`config.mk`:
```
export PLATFORM = sky130hd
export DESIGN_NAME = time_set_ctrl
export DESIGN_NICKNAME = d
export VERILOG_FILES = /design/src/rtl/time_set_ctrl.sv
export SDC_FILE = /design/constraint.sdc
export NUM_CORES = 1
export LEC_CHECK = 0
export BUFFER_PORTS_ARGS = -buffer_cell sky130_fd_sc_hd__buf_4
export CORE_MARGIN = 1.5
export CORE_UTILIZATION = 59
export DETAILED_ROUTE_END_ITERATION = 10
export GPL_TIMING_DRIVEN = 1
export PLACE_DENSITY = 0.8
export SYNTH_ARGS = -nofsm -noshare
export SYNTH_HDL_FRONTEND = slang
export SYNTH_SLANG_ARGS = --single-unit
```
`constraint.sdc`:
```
create_clock -name clk -period 2.25 [get_ports clk]
set_input_delay 0 -clock clk [delete_from_list [all_inputs] [get_ports clk]]
set_output_delay 0 -clock clk [all_outputs]
set_load 0.005 [all_outputs]
```
`src/rtl/time_set_ctrl.sv`:
```
// time_set_ctrl: debounced MODE/INC keys drive HH:MM:SS field editing with load pulse and blink mask.
// Optional TIME_SET_AUTO_REPEAT_EN: holding INC auto-repeats increments in set mode.
module time_set_ctrl #(
  parameter int CLOCK_FREQ  = 50000000,
  parameter int DEBOUNCE_MS = 20,
  parameter int BLINK_HALF  = CLOCK_FREQ/4
) (
  input  logic        clk,
  input  logic        rst_n,
  input  logic        i_key_mode_n,
  input  logic        i_key_inc_n,
  input  logic [23:0] i_cur_time,
  output logic [23:0] o_time,
  output logic        o_load,
  output logic        o_set_active,
  output logic [5:0]  o_blink
);
  localparam int DB = (CLOCK_FREQ/1000)*DEBOUNCE_MS;
  localparam int DW = $clog2(DB+1);
  localparam int BW = $clog2(BLINK_HALF+1);
  typedef enum logic [1:0] {RUN, SET_HR, SET_MIN, SET_SEC} state_t;
  logic [1:0] raw, db, dbp, ev;
  logic       mode_ev, inc_ev, inc;
  state_t     state_q, state_d;
  logic [23:0] time_d;
  logic        phase_q, phase_d;
  logic [BW-1:0] bcnt_q, bcnt_d;
  logic [5:0]  mask_d;
  assign raw = {i_key_mode_n, i_key_inc_n};
  genvar g;
  generate
    for (g = 0; g < 2; g++) begin : g_key
      logic s1_q, s2_q, db_q, dbp_q;
      logic [DW-1:0] cnt_q;
      always_ff @(posedge clk or negedge rst_n)
        if (!rst_n) begin
          s1_q  <= 1'b1;
          s2_q  <= 1'b1;
          db_q  <= 1'b1;
          dbp_q <= 1'b1;
          cnt_q <= '0;
        end else begin
          s1_q  <= raw[g];
          s2_q  <= s1_q;
          dbp_q <= db_q;
          if (s2_q == db_q) cnt_q <= '0;
          else if (cnt_q == DW'(DB-1)) begin
            cnt_q <= '0;
            db_q  <= s2_q;
          end else cnt_q <= cnt_q + 1'b1;
        end
      assign db[g]  = db_q;
      assign dbp[g] = dbp_q;
    end
  endgenerate
  assign ev      = dbp & ~db;
  assign mode_ev = ev[1];
`ifdef TIME_SET_AUTO_REPEAT_EN
  localparam int HW = $clog2(CLOCK_FREQ+1);
  logic [HW-1:0] hold_q;
  logic          rep;
  assign rep = hold_q == HW'(CLOCK_FREQ-1);
  // After the first 1 s, rewind so each further repeat lands 200 ms later
  always_ff @(posedge clk or negedge rst_n)
    if (!rst_n) hold_q <= '0;
    else if (db[0] || mode_ev || state_q == RUN) hold_q <= '0;
    else if (rep) hold_q <= HW'(CLOCK_FREQ - CLOCK_FREQ/5);
    else hold_q <= hold_q + 1'b1;
  assign inc_ev = ev[0] | rep;
`else
  assign inc_ev = ev[0];
`endif
  // Invalid BCD or value at/above the field max restarts the field at 00
  function automatic logic [7:0] bump(input logic [7:0] v, input logic [7:0] max);
    bump = (v[7:4] > 4'd9 || v[3:0] > 4'd9 || v >= max) ? 8'h00 :
           (v[3:0] == 4'd9) ? {v[7:4] + 4'd1, 4'h0} : v + 8'd1;
  endfunction
  always_comb begin
    state_d = state_q;
    time_d  = o_time;
    phase_d = phase_q;
    bcnt_d  = bcnt_q;
    inc     = inc_ev && !mode_ev && state_q != RUN;
    if (mode_ev) begin
      state_d = state_q == RUN ? SET_HR : state_q == SET_HR ? SET_MIN :
                state_q == SET_MIN ? SET_SEC : RUN;
      time_d  = state_q == RUN ? i_cur_time : o_time;
      phase_d = 1'b0;
      bcnt_d  = '0;
    end else if (inc) begin
      time_d[23:16] = state_q == SET_HR  ? bump(o_time[23:16], 8'h23) : o_time[23:16];
      time_d[15:8]  = state_q == SET_MIN ? bump(o_time[15:8], 8'h59)  : o_time[15:8];
      time_d[7:0]   = state_q == SET_SEC ? bump(o_time[7:0], 8'h59)   : o_time[7:0];
      phase_d = 1'b0;
      bcnt_d  = '0;
    end else if (state_q != RUN) begin
      phase_d = bcnt_q == BW'(BLINK_HALF-1) ? ~phase_q : phase_q;
      bcnt_d  = bcnt_q == BW'(BLINK_HALF-1) ? '0 : bcnt_q + 1'b1;
    end
    mask_d = !phase_d ? 6'b0 : state_d == SET_HR ? 6'b110000 :
             state_d == SET_MIN ? 6'b001100 : state_d == SET_SEC ? 6'b000011 : 6'b0;
  end
  always_ff @(posedge clk or negedge rst_n)
    if (!rst_n) begin
      state_q      <= RUN;
      o_time       <= '0;
      phase_q      <= 1'b0;
      bcnt_q       <= '0;
      o_load       <= 1'b0;
      o_set_active <= 1'b0;
      o_blink      <= '0;
    end else begin
      state_q      <= state_d;
      o_time       <= time_d;
      phase_q      <= phase_d;
      bcnt_q       <= bcnt_d;
      o_load       <= mode_ev && state_q == SET_SEC;
      o_set_active <= state_d != RUN;
      o_blink      <= mask_d;
    end
endmodule

```
==> metrics.txt, run 1 <==
IO buf count=59; CP max stage delay=0.61 ns; critical path depth=5; TritonRoute pass-1 iters=5; setup repair after global routing missed its margin=no; Post-synth EDFFs=0; Synth Flop Type=dfrtp_1; nets@finish=744; layout cell share with drive strength beyond 1=16.48%; syn_nets=665; VDD IR max=265.2 µV; Via Count=4,738; Worst Reg2Reg Path Length in Cells=5; WP data required=about 2.6 ns; Worst-Skew Late Latency=0.37 ns; GRT Total Usage=25.64%; Via density=5.688; reg2reg setup slack=around 0.2 ns; CORE AREA=9328 µm²; most common cell after layout, fill and taps aside=dfrtp_1; Critical-path top delay cell=dfstp_2; CTS tree=done; CTS max path bufs=2; Area growth syn-to-layout=17.96%; status=finished, final reports clean; Post-Syn Area=5719 µm²; final WL=12,160 µm; Antenna diodes=0; IO Pins=60; WP data arrival=2.34 ns; crit path cell chain=nand2b_1, o211ai_1, nor4_1, a21oi_1, o22ai_1; Worst Setup End Kind=flop; first-pass GRT wire length=21,020 µm; Worst Hold Class=input port to async pin; Final period util=just over 90%; crit path kind=flop to flop; Die Area=10,290 µm²; pin count of the biggest net entering global routing=49; WHS=0.1275 ns; Syn. warnings=0; Root Driver=clkbuf_8; setup TNS=0 ns; Fin. Hold Viols=0; pwr/cell area=roughly 480 nW/µm²; Sink Count=104; Routability Congestion=0.8906; Clock Skews=0.01251 ns; die span in x=101.5 µm; # rows=35; Critical path origin=g_key[1].db_q$_DFFE_PN1P_; Critical Path Fanout Max=9; Initial DRC Count=just under 300; Max Fclk=488.2 MHz; startpoint types=flop; Setup crit end=o_time[4]$_DFFE_PN0P_; fin crit period=2.048 ns; Initial Util=61.31%; post-CTS setup buffers=0; WL/cell=14.60 µm; CTS H-tree depth=3; worst path bufs/invs=0; half-perimeter wire length after placement=~8300 µm; Clock Pin Slew Worst Setup and Hold Paths=0.11 ns; Final Setup Violations=0; Netlist cell types=63; total grt overflow=0; initial antenna violation count=0; reg-to-reg startpoint=g_key[1].db_q$_DFFE_PN1P_; ANT nets after route=0; Max-slew headroom=55.56%; Worst-Margin Slew=0.6636 ns; Post-synth ARST share=100.0%; number of global-route vias before repair=4,564; DRC=0; CTS Buf Count=9; max-slew violations=0; CP top delay family=simple AND/OR/NAND/NOR gates; RR Endpoint=o_time[4]$_DFFE_PN0P_; Leak=2.912 nW; Max Cap Violations=0; Syn Inst Count=slightly above 600; Die Ht=101.5 µm; average size of a mapped cell=between 9 and 10 µm²; Yosys reg bits=104; Seq/Total Area, Yosys=~46%; commonest non-fill, non-tap cells in the layout=dfrtp_1, buf_4, nor2_1
## synthesized netlist by cell type (all sizes together), types with 8 or more instances
| cell type | n | area (µm²) |
|---|---|---|
| a21oi | 40 | 211.5 |
| and3 | 11 | 68.82 |
| buf | 23 | 161.4 |
| dfrtp | 96 | 2402 |
| dfstp | 8 | 210.2 |
| ha | 17 | 212.7 |
| inv | 24 | 90.09 |
| nand2 | 63 | 236.5 |
| nand3 | 37 | 185.2 |
| nand4 | 16 | 115.1 |
| nor2 | 66 | 247.7 |
| nor3 | 17 | 95.09 |
| nor4 | 10 | 75.07 |
| o21ai | 46 | 230.2 |
| or3 | 9 | 56.30 |
| xnor2 | 14 | 122.6 |
| xor2 | 36 | 315.3 |
## per-stage QoR
step | setup slack (ns) | std cells | cell area (µm²) | power (mW) | utilization [%]
final | 0.2017 | 833 | 6746 | 3.262 | 72.33
after global routing | 0.03577 | 833 | 6746 | 3.384 | 72.33
after CTS | 0.09578 | 833 | 6736 | 3.302 | 72.22
after detailed placement | 0.09039 | 790 | 6254 | 2.044 | 67.04
after global placement | 0.1996 | 790 | 6254 | 2.040 | 67.04
after floorplan | 0.3987 | 620 | 5719 | 1.958 | -
## routing by layer
layer  track usage (%)  up-vias  part of all wire, %  routed length, µm
li1                  -     2327                    -                  -
met3             3.658       21                  3.9                476
met2             41.97      136                   48               5866
met1             34.73     2254                   46               5585
met5                 0        -                    0                  0
met4             10.26        0                  1.9                234
## cell families (layout without fill, tap and decap cells)
| kind of cell | count (synthesis) | count (layout) | share of synthesized area, % |
|---|---|---|---|
| AOI/OAI and AO/OA | 127 | 127 | 13.43 |
| xor gates and xnor gates | 50 | 50 | 7.657 |
| adders and majority gates | 17 | 17 | 3.719 |
| buffers and inverters | 54 | 138 | 4.857 |
| DFF | 104 | 104 | 45.68 |
| muxes | 4 | 4 | 0.7438 |
| and+or+nand+nor | 264 | 264 | 23.91 |
## state kept, by name (all words and copies together), names as in the netlist
name          flops
phase_q           1
g_key.dbp_q       2
g_key.cnt_q      40
g_key.s2_q        2
g_key.db_q        2
o_time           24
o_load            1
state_q           2
o_set_active      1
bcnt_q           24
o_blink           3
g_key.s1_q        2
## timing repair
item / CTS / global route
endpoints found under the setup margin: 0 / 7
hold buffers: 27 / 0
gates resized for setup: 0 / 3
endpoints found under the hold margin: 60 / 0
## worst min path at each step
stage                             to  cells past startpoint  start  slack [ns]
3_3_place_gp   o_time[5]$_DFFE_PN0P_                      1  rst_n       -0.01
3_5_place_dp   o_time[5]$_DFFE_PN0P_                      1  rst_n       -0.01
5_1_grt        o_time[5]$_DFFE_PN0P_                      2  rst_n        0.18
6_report       o_time[5]$_DFFE_PN0P_                      2  rst_n        0.13
4_1_cts        o_time[5]$_DFFE_PN0P_                      2  rst_n        0.13
2_1_floorplan  bcnt_q[0]$_DFFE_PN0P_                      0  rst_n       -0.30
## report_power, final
group          total (mW)  switching, mW  internal [mW]
registers            1.89         0.0104           1.88
logic               0.149         0.0723         0.0770
clock network        1.22          0.679          0.540
total                3.26          0.761           2.50
## cell type report
class | instances | area [µm²]
tap | 129 | 161.4
inverter | 24 | 90.09
timing repair buffer | 98 | 828.3
sequential | 104 | 2613
multi-input combinational | 462 | 2841
clock buffer | 9 | 123.9
fill | 670 | 2581
clock inverter | 7 | 88.84
Note: power is estimated with default switching activity, not from simulation.
==> inputs of run 2 (changes only) <==
==> config.mk (replaced) <==
export PLATFORM = sky130hd
export DESIGN_NAME = time_set_ctrl
export DESIGN_NICKNAME = d
export VERILOG_FILES = /design/src/rtl/time_set_ctrl.sv
export SDC_FILE = /design/constraint.sdc
export NUM_CORES = 1
export LEC_CHECK = 0
export CELL_PAD_IN_SITES_DETAIL_PLACEMENT = 0
export CELL_PAD_IN_SITES_GLOBAL_PLACEMENT = 1
export CORE_MARGIN = 1.5
export CORE_UTILIZATION = 49
export DETAILED_ROUTE_END_ITERATION = 10
export DONT_BUFFER_PORTS = 1
export GPL_TIMING_DRIVEN = 1
export PLACE_DENSITY_LB_ADDON = 0.1
export SYNTH_ARGS = -nofsm -noshare
export SYNTH_HDL_FRONTEND = slang
export SYNTH_SLANG_ARGS = --single-unit
==> run 2 against run 1 <==
- the run now ends with negative hold slack left
- final cell count fell by 5.5%
- sequential share of layout area up 2.2 points
- critical path type unchanged
- first-iteration DRC count down 12%
- global-route usage fell by 4.8 points
- core utilization fell by 16 points
- register-to-register slack worse by 0.06 ns
- final area shrank 5.3%
- total power increased by 9.7%
- maximum frequency shrank 2.9%
- combinational power down 53%
==> metrics.txt, run 2 (same netlist as run 1, synthesis figures left out) <==
status=finished, violations left (was finished, final reports clean); failing checks=negative hold slack; Max Fclk=474.1 MHz (was 488.2 MHz); clock power share=45.1% (was 37.4%); dpl cells=745 (was 790); Antenna diodes=0 (unchanged); Critical-path top delay cell=or3b_1 (was dfstp_2); Worst Hold Class=input port to async pin (unchanged); VDD IR max=477.1 µV (was 265.2 µV); initial antenna violation count=0 (unchanged); IO Pins=60 (unchanged); CTS tree=done (unchanged); Fin. Hold Viols=104 (was 0); Final period util=93.74% (was 91.04%); post-CTS setup buffers=0 (unchanged); Routability Congestion=0.8119 (was 0.8906); total grt overflow=0 (unchanged); Via density=5.733 (was 5.688); pin count of the biggest net entering global routing=105 (was 49); RR Endpoint=o_time[9]$_DFFE_PN0P_ (was o_time[4]$_DFFE_PN0P_); Largest regs=g_key.cnt_q (40), bcnt_q (24), o_time (24) (unchanged); most common cell after layout, fill and taps aside=dfrtp_1 (unchanged); Via Count=4,512 (was 4,738); startpoint types=flop (unchanged); number of flip-flops in the largest register=40 (unchanged); worst path bufs/invs=1 (was 0); Max-slew headroom=53.42% (was 55.56%); DRC=0 (unchanged); Switching Fraction=20.86% (was 23.34%); Logic pwr share=2.0% (was 4.6%); critical path depth=7 (was 5); WHS=-0.6630 ns (was 0.1275 ns); Root Driver=clkbuf_16 (was clkbuf_8); max-slew violations=0 (unchanged); CTS max path bufs=2 (unchanged); Reg power frac=53.0% (was 58.1%); Critical Path Fanout Max=10 (was 9); layout cell share with drive strength beyond 1=8.540% (was 16.48%); Leak=2.668 nW (was 2.912 nW); Initial DRC Count=260 (was 295); crit path cell chain=inv_1, ha_1, or3b_1, nor2_1, a21boi_1, o21ai_0, o21ai_0 (was nand2b_1, o211ai_1, nor4_1, a21oi_1, o22ai_1); Worst Reg2Reg Path Length in Cells=7 (was 5); Pint=2.831 mW (was 2.500 mW); Die Ht=111.0 µm (was 101.5 µm); Sw Pwr=0.7459 mW (was 0.7613 mW); CTS Buf Count=9 (unchanged); CP max stage delay=0.45 ns (was 0.61 ns); CTS H-tree depth=3 (unchanged); GRT Total Usage=20.89% (was 25.64%); Sink Count=104 (unchanged); reg-to-reg startpoint=state_q[0]$_DFF_PN0_ (was g_key[1].db_q$_DFFE_PN1P_); post-route insts no fill=787 (was 833); most frequent CP cell=o21ai_0; Place WS=-0.01727 ns (was 0.09039 ns); IO buf count=0 (was 59); Worst-Skew Late Latency=0.35 ns (was 0.37 ns); final WL=12,310 µm (was 12,160 µm); ANT nets after route=0 (unchanged); commonest non-fill, non-tap cells in the layout=dfrtp_1, nor2_1, nand2_1 (was dfrtp_1, buf_4, nor2_1); CORE AREA=11,420 µm² (was 9328 µm²); setup repair after global routing missed its margin=no (unchanged); nets@finish=684 (was 744); fin area=6389 µm² (was 6746 µm²); TritonRoute pass-1 iters=4 (was 5); Top reg by flops=g_key.cnt_q (unchanged); WL/cell=15.64 µm (was 14.60 µm); Area growth syn-to-layout=11.70% (was 17.96%); PnR worst setup slack=0.1408 ns (was 0.2017 ns); fin crit period=2.109 ns (was 2.048 ns); first-pass GRT wire length=21,050 µm (was 21,020 µm); WP data required=2.46 ns (was 2.55 ns); Final Setup Violations=0 (unchanged); half-perimeter wire length after placement=8266 µm (was 8346 µm); Hold-fix buffers, CTS=26 (was 27); Clock Pin Slew Worst Setup and Hold Paths=0.07 ns (was 0.11 ns); Worst-Margin Slew=0.6973 ns (was 0.6636 ns); Worst Setup End Kind=flop (unchanged); number of global-route vias before repair=4,361 (was 4,564); reg2reg setup slack=0.14 ns (was 0.20 ns); # rows=39 (was 35); crit path kind=flop to flop (unchanged); die span in x=111.0 µm (was 101.5 µm); Max Cap Violations=0 (unchanged); Cell Area, Placed=5816 µm² (was 6254 µm²); CP top delay family=simple AND/OR/NAND/NOR gates (unchanged); pwr/cell area=559.8 nW/µm² (was 483.5 nW/µm²); Clock Skews=0.006479 ns (was 0.01251 ns); Initial Util=50.09% (was 61.31%); Die Area=12,330 µm² (was 10,290 µm²); WP data arrival=2.32 ns (was 2.34 ns)
==> run 2: cell type report <==
| cell class | count | area [µm²] |
|---|---|---|
| multi-input cells | 462 | 2840 |
| clock buffers | 11 | 242.7 |
| repair buffers | 38 | 362.8 |
| flip-flops and latches | 104 | 2613 |
| clock inverters | 5 | 61.31 |
| well taps | 143 | 178.9 |
| inverters | 24 | 90.09 |
| fillers | 1050 | 5030 |
==> run 2: worst max-delay path by stage <==
stage	startpoint	endpoint	slack (ns)
final	state_q[0]$_DFF_PN0_	o_time[9]$_DFFE_PN0P_	0.14
after global routing	state_q[0]$_DFF_PN0_	o_time[14]$_DFFE_PN0P_	0.02
after CTS	state_q[0]$_DFF_PN0_	o_time[12]$_DFFE_PN0P_	0.12
after detailed placement	state_q[0]$_DFF_PN0_	o_time[3]$_DFFE_PN0P_	-0.02
after global placement	state_q[0]$_DFF_PN0_	o_time[3]$_DFFE_PN0P_	0.11
after floorplan	state_q[0]$_DFF_PN0_	o_time[11]$_DFFE_PN0P_	0.40
==> run 2: per-stage QoR <==
stage	power [mW]	util [%]	hold WS, ns	TNS (ns)
finish	3.576	55.95	-0.6630	0
global route	3.712	55.95	-0.6840	0
CTS	3.636	55.91	-0.6778	0
detailed placement	1.963	50.93	-0.2923	-0.01727
global placement	1.962	50.93	-0.2924	0
floorplan	1.958	-	-0.2956	0
==> run 2: what timing repair did <==
action	CTS	global route
endpoints found under the setup margin	1	2
endpoints found under the hold margin	130	104
resized for setup	1	1
cloned	0	0
==> run 2: routing by layer <==
layer | GRT usage [%] | part of all wire [%]
met3 | 6.069 | 5.2
met1 | 28.92 | 48
met4 | 5.063 | 1.2
met5 | 0 | 0
met2 | 32.59 | 46
==> run 2: power groups by stage <==
| stage | clock network [mW] | registers (mW) | logic (mW) |
|---|---|---|---|
| after CTS | 1.67 | 1.89 | 0.0705 |
| final | 1.61 | 1.89 | 0.0700 |
| after floorplan | 0 | 1.93 | 0.0293 |
| after global routing | 1.74 | 1.90 | 0.0770 |
| after global placement | 0 | 1.93 | 0.0316 |
| after detailed placement | 0 | 1.93 | 0.0325 |
==> inputs of run 3 (changes only) <==
--- a/config.mk
+++ b/config.mk
@@ -5,14 +5,16 @@
 export SDC_FILE = /design/constraint.sdc
 export NUM_CORES = 1
 export LEC_CHECK = 0
+export ABC_AREA = 1
 export CELL_PAD_IN_SITES_DETAIL_PLACEMENT = 0
 export CELL_PAD_IN_SITES_GLOBAL_PLACEMENT = 1
 export CORE_MARGIN = 1.5
-export CORE_UTILIZATION = 49
+export CORE_UTILIZATION = 47
 export DETAILED_ROUTE_END_ITERATION = 10
 export DONT_BUFFER_PORTS = 1
 export GPL_TIMING_DRIVEN = 1
 export PLACE_DENSITY_LB_ADDON = 0.1
+export RECOVER_POWER = 100
 export SYNTH_ARGS = -nofsm -noshare
 export SYNTH_HDL_FRONTEND = slang
 export SYNTH_SLANG_ARGS = --single-unit
==> run 3 against run 2 <==
- the run still ends with negative hold slack left
- total power down 2.8%
- maximum frequency up 6.5%
- final area up 5.1%
- clock skew up 0.0064 ns
- wire length up 9.3%
- non-clock buffer count down 8
- final cell count up 30%
- sequential power about the same
- synthesized area up 5.4%
- clock power down 7%
- synthesized cell count up 32%
==> metrics.txt, run 3 <==
# rows=41 (was 39); DRC=0 (unchanged); Post-Syn Area=6027 µm² (was 5719 µm²); syn_nets=863 (was 665); Final Util=53.40% (was 55.95%); Die Area=13,510 µm² (was 12,330 µm²); number of flip-flops in the largest register=40 (unchanged); Post-synth EDFFs=0 (unchanged); ANT nets after route=0 (unchanged); failing checks=negative hold slack (unchanged); footprint of the multi-input gates=2860 µm² (was 2840 µm²); post-CTS setup buffers=0 (unchanged); most common cell after layout, fill and taps aside=nor2_1 (was dfrtp_1); Area growth syn-to-layout=11.36% (was 11.70%); crit path kind=flop to flop (unchanged); Max-slew headroom=65.42% (was 53.42%); Fin. Hold Viols=104 (unchanged); Critical Path Fanout Max=14 (was 10); Final period util=88.05% (was 93.74%); half-perimeter wire length after placement=9560 µm (was 8266 µm); fin crit period=1.981 ns (was 2.109 ns); most frequent cell after synthesis=nor2_1 (was dfrtp_1); Routability Congestion=0.8456 (was 0.8119); status=finished, violations left (unchanged); Worst-Skew Late Latency=0.35 ns (about the same); CTS Buf Count=9 (unchanged); Post-synth ARST share=100.0% (unchanged); total grt overflow=0 (unchanged); startpoint types=flop (unchanged); Sink Count=104 (unchanged); fillcell total=1,247 (was 1,050); die span in x=116.2 µm (was 111.0 µm); Via Count=5,108 (was 4,512); GRT Total Usage=21.42% (was 20.89%); commonest non-fill, non-tap cells in the layout=nor2_1, nand2_1, inv_1 (was dfrtp_1, nor2_1, nand2_1); setup TNS=0 ns (unchanged); CTS tree=done (unchanged); Hold-fix buffers, CTS=26 (unchanged); pwr/cell area=517.9 nW/µm² (was 559.8 nW/µm²); Yosys reg bits=104 (unchanged); Die Ht=116.2 µm (was 111.0 µm); CTS max path bufs=2 (unchanged); max-slew violations=0 (unchanged); VDD IR max=327.7 µV (was 477.1 µV); nets@finish=895 (was 684); leading area contributor after synthesis=dfrtp_1 (unchanged); Initial DRC Count=267 (was 260); number of global-route vias before repair=4,934 (was 4,361); Synth Flop Type=dfrtp_1 (unchanged); IO Pins=60 (unchanged); Initial Util=47.95% (was 50.09%); Syn. warnings=0 (unchanged); Largest regs=g_key.cnt_q (40), bcnt_q (24), o_time (24) (unchanged); Syn Inst Count=818 (was 620); Top reg by flops=g_key.cnt_q (unchanged); Leak=3.228 nW (was 2.668 nW); post-synth top area share=39.86% (was 42.00%); Netlist cell types=36 (was 63); setup repair after global routing missed its margin=no (unchanged); first-pass GRT wire length=22,840 µm (was 21,050 µm); Resize count post-CTS=0 (was 1); Max Fclk=504.8 MHz (was 474.1 MHz); reg2reg setup slack=0.27 ns (was 0.14 ns); top cells by area, synth=dfrtp_1, nor2_1, nand2_1, inv_1, nand3_1 (was dfrtp_1, xor2_1, nor2_1, nand2_1, ha_1); TritonRoute pass-1 iters=4 (unchanged); WHS=-0.6609 ns (was -0.6630 ns); Worst Hold Class=input port to async pin (unchanged); pin count of the biggest net entering global routing=105 (unchanged); WP data arrival=2.26 ns (was 2.32 ns); Max Cap Violations=0 (unchanged); Synth top cells by count=nor2_1, nand2_1, inv_1 (was dfrtp_1, nor2_1, nand2_1); Seq/Total Area, Yosys=43.35% (was 45.68%); layout cell share with drive strength beyond 1=5.497% (was 8.540%); Clock Pin Slew Worst Setup and Hold Paths=0.08 ns (was 0.07 ns); Antenna diodes=0 (unchanged); Register Area=2613 µm² (unchanged); IO buf count=0 (unchanged); Worst Setup End Kind=flop (unchanged); initial antenna violation count=0 (unchanged); Final Setup Violations=0 (unchanged); WP data required=2.53 ns (was 2.46 ns); Via density=4.974 (was 5.733); CORE AREA=12,570 µm² (was 11,420 µm²); Clock Skews=0.01290 ns (was 0.006479 ns); average size of a mapped cell=7.368 µm² (was 9.225 µm²); final WL=13,450 µm (was 12,310 µm); Worst-Margin Slew=0.5147 ns (was 0.6973 ns); CTS H-tree depth=3 (unchanged); WL/cell=13.10 µm (was 15.64 µm); Root Driver=clkbuf_16 (unchanged)
## run 3: per-stage QoR
stage	area, µm²	hold slack (ns)	instances	total power [mW]	setup WS, ns
after global placement	6213	-0.2925	985	1.973	0.4778
after global routing	6711	-0.6896	1027	3.620	0.08509
final	6711	-0.6609	1027	3.476	0.2689
after detailed placement	6213	-0.2918	985	1.974	0.3795
after floorplan	6027	-0.2956	818	1.960	0.6756
after CTS	6753	-0.6800	1027	3.535	0.3661
## run 3: final timing paths
path,start,endpoint,cells after the start
worst max register to register,g_key[1].db_q$_DFFE_PN1P_,o_time[13]$_DFFE_PN0P_,9
worst max-delay path,g_key[1].db_q$_DFFE_PN1P_,o_time[13]$_DFFE_PN0P_,9
max in group asynchronous,rst_n,g_key[0].s2_q$_DFF_PN1_,0
worst min-delay path,rst_n,g_key[0].cnt_q[6]$_DFF_PN0_,0
worst min register to register,g_key[0].s1_q$_DFF_PN1_,g_key[0].s2_q$_DFF_PN1_,0
min in group clk,i_key_mode_n,g_key[1].s1_q$_DFF_PN1_,1
## run 3: cells by family (layout without fill, tap and decap cells)
logic type / Yosys count / count (layout) / share of synthesized area [%]
adders and majority gates: 17 / 17 / 3.529
and+or+nand+nor: 475 / 475 / 34.67
AOI/OAI and AO/OA: 66 / 66 / 6.249
xor gates and xnor gates: 25 / 25 / 3.633
buffers and inverters: 131 / 168 / 8.574
DFF: 104 / 104 / 43.35
## run 3: cell type report
type                    count  area share [%]
inverters                 122           6.823
clock buffers              10           3.412
multi-input cells         583           42.62
clock inverters             6          0.7457
flip-flops and latches    104           38.93
well taps                 172           3.207
repair buffers             30           4.269
## run 3: metal layers
layer | GRT usage [%] | wire length, µm
met5 | 0 | 0
met4 | 7.886 | 237
met3 | 4.722 | 498
met2 | 34.08 | 6326
met1 | 28.85 | 6388
## run 3: worst max-delay path: stages (launching register included)
cell     delay (ns)
dfstp_1        0.58
inv_1          0.09
nand2_4        0.16
buf_4          0.22
nand3_1        0.09
nor2_1         0.35
inv_1          0.11
nor2_1         0.10
nand2_1        0.06
a21oi_1        0.16
## run 3: where the power goes
| group | switching [mW] | internal [mW] | total (mW) |
|---|---|---|---|
| registers | 0.00805 | 1.88 | 1.89 |
| clock network | 0.735 | 0.770 | 1.50 |
| logic | 0.0365 | 0.0440 | 0.0806 |
